## src/rtl/fetch_sequencer.sv

```systemverilog
// rtl/fetch_sequencer.sv - MIPS fetch sequencer: owns the PC, drives imem requests and the decode handoff
module fetch_sequencer #(
    parameter logic [31:0] RESET_PC = 32'h0040_0000
) (
    input  logic        clk,
    input  logic        reset,
    output logic        imem_req,
    output logic [31:0] imem_addr,
    input  logic        imem_ack,
    input  logic [31:0] imem_rdata,
    output logic        if_valid,
    output logic [31:0] if_instr,
    output logic [31:0] if_pc,
    output logic [31:0] if_pcplus4,
    input  logic        id_ready,
    input  logic        br_taken,
    input  logic [31:0] br_base,
    input  logic [15:0] br_imm,
    input  logic        jmp,
    input  logic [31:0] jmp_target,
    output logic        misalign_err
);

    typedef enum logic [1:0] {IDLE, FETCH, HOLD, FLUSH} state_t;

    state_t      state;
    logic [31:0] pc;
    logic [31:0] pending;
    logic [31:0] pc_inc;
    logic [31:0] br_target;
    logic [31:0] raw_target;
    logic [31:0] target;
    logic        redirect;
    logic        ack;

    assign pc_inc     = pc + 32'd4;
    assign redirect   = jmp | br_taken;
    assign br_target  = br_base + {{14{br_imm[15]}}, br_imm, 2'b00};
    assign raw_target = jmp ? jmp_target : br_target;
    assign target     = {raw_target[31:2], 2'b00};
    // An ack only means something while a request is actually outstanding.
    assign ack        = imem_req & imem_ack;

    always_ff @(posedge clk or posedge reset) begin
        if (reset) begin
            state        <= IDLE;
            pc           <= RESET_PC;
            pending      <= 32'd0;
            imem_req     <= 1'b0;
            imem_addr    <= RESET_PC;
            if_valid     <= 1'b0;
            if_instr     <= 32'd0;
            if_pc        <= 32'd0;
            if_pcplus4   <= 32'd0;
            misalign_err <= 1'b0;
        end else begin
            if (redirect && (raw_target[1:0] != 2'b00)) begin
                misalign_err <= 1'b1;
            end
            case (state)
                IDLE: begin
                    state    <= FETCH;
                    imem_req <= 1'b1;
                    if (redirect) begin
                        pc        <= target;
                        imem_addr <= target;
                    end else begin
                        imem_addr <= pc;
                    end
                end
                FETCH: begin
                    if (redirect) begin
                        // A request that has not completed cannot be withdrawn; park the target.
                        if (ack) begin
                            pc        <= target;
                            imem_addr <= target;
                        end else begin
                            pending <= target;
                            state   <= FLUSH;
                        end
                    end else if (ack) begin
                        if_instr   <= imem_rdata;
                        if_pc      <= pc;
                        if_pcplus4 <= pc_inc;
                        pc         <= pc_inc;
                        if_valid   <= 1'b1;
                        imem_req   <= 1'b0;
                        state      <= HOLD;
                    end
                end
                HOLD: begin
                    if (redirect) begin
                        if_valid  <= 1'b0;
                        pc        <= target;
                        imem_addr <= target;
                        imem_req  <= 1'b1;
                        state     <= FETCH;
                    end else if (id_ready) begin
                        if_valid  <= 1'b0;
                        imem_addr <= pc;
                        imem_req  <= 1'b1;
                        state     <= FETCH;
                    end
                end
                FLUSH: begin
                    if (redirect) begin
                        pending <= target;
                    end
                    if (ack) begin
                        pc        <= redirect ? target : pending;
                        imem_addr <= redirect ? target : pending;
                        state     <= FETCH;
                    end
                end
                default: begin
                    state <= IDLE;
                end
            endcase
        end
    end

endmodule
```

## config.mk

```make
export PLATFORM = sky130hd
export DESIGN_NAME = fetch_sequencer
export DESIGN_NICKNAME = d
export VERILOG_FILES = /design/src/rtl/fetch_sequencer.sv
export SDC_FILE = /design/constraint.sdc
export NUM_CORES = 1
export LEC_CHECK = 0
export BUFFER_PORTS_ARGS = -buffer_cell sky130_fd_sc_hd__buf_2
export CORE_UTILIZATION = 60
export CTS_BUF_LIST = sky130_fd_sc_hd__clkbuf_16
export DETAILED_ROUTE_END_ITERATION = 8
export GPL_ROUTABILITY_DRIVEN = 0
export MAX_ROUTING_LAYER = met4
export PLACE_DENSITY = 0.86
export SYNTH_ARGS = -nofsm -noshare
export SYNTH_HDL_FRONTEND = slang
export SYNTH_SLANG_ARGS = --single-unit
```

## constraint.sdc

```tcl
create_clock -name clk -period 12.4 [get_ports clk]
set_input_delay 0.62 -clock clk [delete_from_list [all_inputs] [get_ports clk]]
set_output_delay 0.62 -clock clk [all_outputs]
set_load 0.01 [all_outputs]
```

==> metrics.txt <==
final instance area between 10000 and 15000 µm²; Rel. slew slack 36.0%; synthesis-to-finish area growth 15.8%; nature of the critical path startpoint flop; routed wl met2 13800 µm; Register Area a little under 5000 µm²; WL/cell 18.7 µm; worst reg2reg setup slack 8.73 ns; Post-Syn Instances roughly 1300; initial antenna violation count 3; CTS max path bufs 2; outcome finished, final reports clean; Synth async-reset ratio 100%; largest net degree at the start of global routing 133; Tcrit/Tclk final 29.6%; routed wl met3 3990 µm; most common flop cell mapped by yosys dfrtp_1; reg-to-reg endpoint imem_addr[31]; via count ~11000; CTS buffer count 17; Critical Path End Type flop; cell row count 50; CTS HTree Levels 4; FF-to-FF Start state[0]; layout cell share with drive strength beyond 1 27.0%; final setup TNS 0 ns; root buf cell clkbuf_16; static leakage 0.00631 µW; # clock sinks 195; largest cells by area after synthesis dfrtp_1 42%, mux2_2 6.6%, nand2_1 5.8%; share of the synthesized area in the top cell type 42.4%; post-CTS sizing 0; Hold Vio Cnt, Final 0; # nets final roughly 1600; starting density of the core 61.2%; Post-synth top cells 193 x dfrtp_1, 175 x nand2_1, 126 x o21ai_0; DP Area between 10000 and 15000 µm²; Slew @ Worst Pin 0.958 ns; post-DP HPWL approximately 22000 µm; die span in y 140 µm; Setup Skew about 0.0075 ns; CP max FO 71; Ys Warns 0; maxcap violations 0; Initial DRC Count around 1200; Seq/Total Area, Yosys ~43%; wire length on met1 13100 µm; Syn Nets 1414; clock insertion delay at the later pin of the skew report roughly 0.43 ns; worst path required time around 13 ns; GR Util All Layers 33.7%; VDD IR-drop max 0.000123 V; first-pass GRT wire length 50200 µm; Port Buffers ~250; fin. max-slew vios 0; post-CTS setup buffer count 0; vias in the first global route 9653; Synth cell types 83; fmax ~0.27 GHz; leading area contributor after synthesis dfrtp_1; Syn Std Cell Area roughly 11000 µm²; Avg Inst Size Synth 9.01 µm²; num ports 249; Die Wd between 100 and 150 µm; hold_buf cts 0; DRT Pass-1 Iters 6; total grt overflow 0; minimum clock period 3.67 ns; register bit count reported by yosys between 150 and 200; Total Wirelength 31800 µm; CTS tree done; Routed Antenna Nets 0; core area 18600 µm²; CP Launch Point state[0]; DR DRC count 0; WS Path Type flop to flop; total power 2390 µW; filler cell count 1434; footprint of the multi-input gates between 6000 and 7000 µm²; worst hold path type input pin to asynchronous set/reset pin; final setup violating endpoints 0; Vias/cell 6.29; setup repair after global routing missed its margin false; die area 19600 µm²; WP data arrival 3.97 ns; PwrDens 181 nW/µm²; r2r worst-path depth 9; dominant cell by count in the synthesized netlist dfrtp_1; number of synthesized flops with an enable pin 0; worst setup path end imem_addr[31]; Max Used Layer met4; clk slew on worst S/H paths 0.07 ns
[critical path, stage by stage, from the launching register on]
cell     delay, ns
dfrtp_2       0.36
buf_4         0.60
nand2_1       0.69
o21ai_0       0.32
nand2_1       0.08
nand2_1       0.69
buf_4         0.44
nor3_1        0.09
o21ai_0       0.14
nand3_1       0.11
[metal layers]
layer  up-vias  track usage, %
li1       4921               -
met1      4994            47.0
met2       711            47.1
met3        76            8.53
met4         0            13.0
met5         -               -
[power by group]
| group | total, µW | leakage [µW] | switching [µW] | internal, µW |
|---|---|---|---|---|
| clock | 528 | 0.000268 | 237 | 291 |
| sequential | 1090 | 0.00245 | 224 | 863 |
| combinational | 777 | 0.00359 | 429 | 349 |
| total | 2390 | 0.00631 | 889 | 1500 |
[layout by cell type (no fill, tap or decap), types with 6 or more instances in the layout]
master / n
nor3_1: 25
a221oi_1: 16
mux2_2: 67
nand3_1: 23
o22ai_1: 9
o31ai_1: 19
o211ai_1: 6
a21o_1: 18
dfrtp_1: 191
o21ai_0: 126
a31oi_1: 15
mux2i_1: 13
nand2_1: 175
buf_2: 248
inv_1: 18
xor2_1: 23
clkbuf_16: 17
a22o_1: 10
ha_1: 30
o21ai_1: 8
xnor2_1: 28
nor2_1: 118
and3_1: 11
buf_4: 14
o21bai_1: 7
a21oi_1: 109
a211oi_1: 9
[how the worst min path moves through the flow]
stage	cells after the start	endpoint	slack, ns
6_report	2	if_instr[9]	0.37
5_1_grt	2	if_instr[1]	0.41
4_1_cts	2	if_instr[1]	0.41
3_5_place_dp	2	imem_addr[15]	0.46
3_3_place_gp	2	imem_addr[25]	0.45
2_1_floorplan	2	pending[16]	0.44
[sequential cells by signal (all words and copies together), names as in the netlist]
signal	count
if_instr	32
if_pc	32
imem_addr	32
pc	32
pending	32
if_pcplus4	30
state	2
if_valid	1
imem_req	1
misalign_err	1
[through the flow]
stage | hold WS (ns) | instances | setup slack, ns | util, %
global placement | 0.451 | 1669 | 8.69 | 67.9
finish | 0.366 | 1702 | 8.73 | 70.9
detailed placement | 0.455 | 1669 | 8.60 | 67.9
floorplan | 0.441 | 1265 | 6.47 | -
global route | 0.406 | 1702 | 8.49 | 70.9
CTS | 0.408 | 1699 | 8.85 | 70.8
[cell families after synthesis]
| logic type | share of synthesized area (%) |
|---|---|
| mux | 7.76 |
| xor+xnor | 3.92 |
| simple gates | 15.2 |
| compound gates | 22.7 |
| flops | 42.8 |
| buf+inv | 4.18 |
| fa+ha+maj | 3.47 |
[cell type report]
type	instances	area share (%)
diodes	3	0.0568
clock buffers	17	3.22
clock inverters	13	0.938
inverters	17	0.540
multi-input cells	961	45.9
flip-flops and latches	195	37.0
well taps	234	2.22
repair buffers	262	10.2
(Power assumes the default switching activity.)
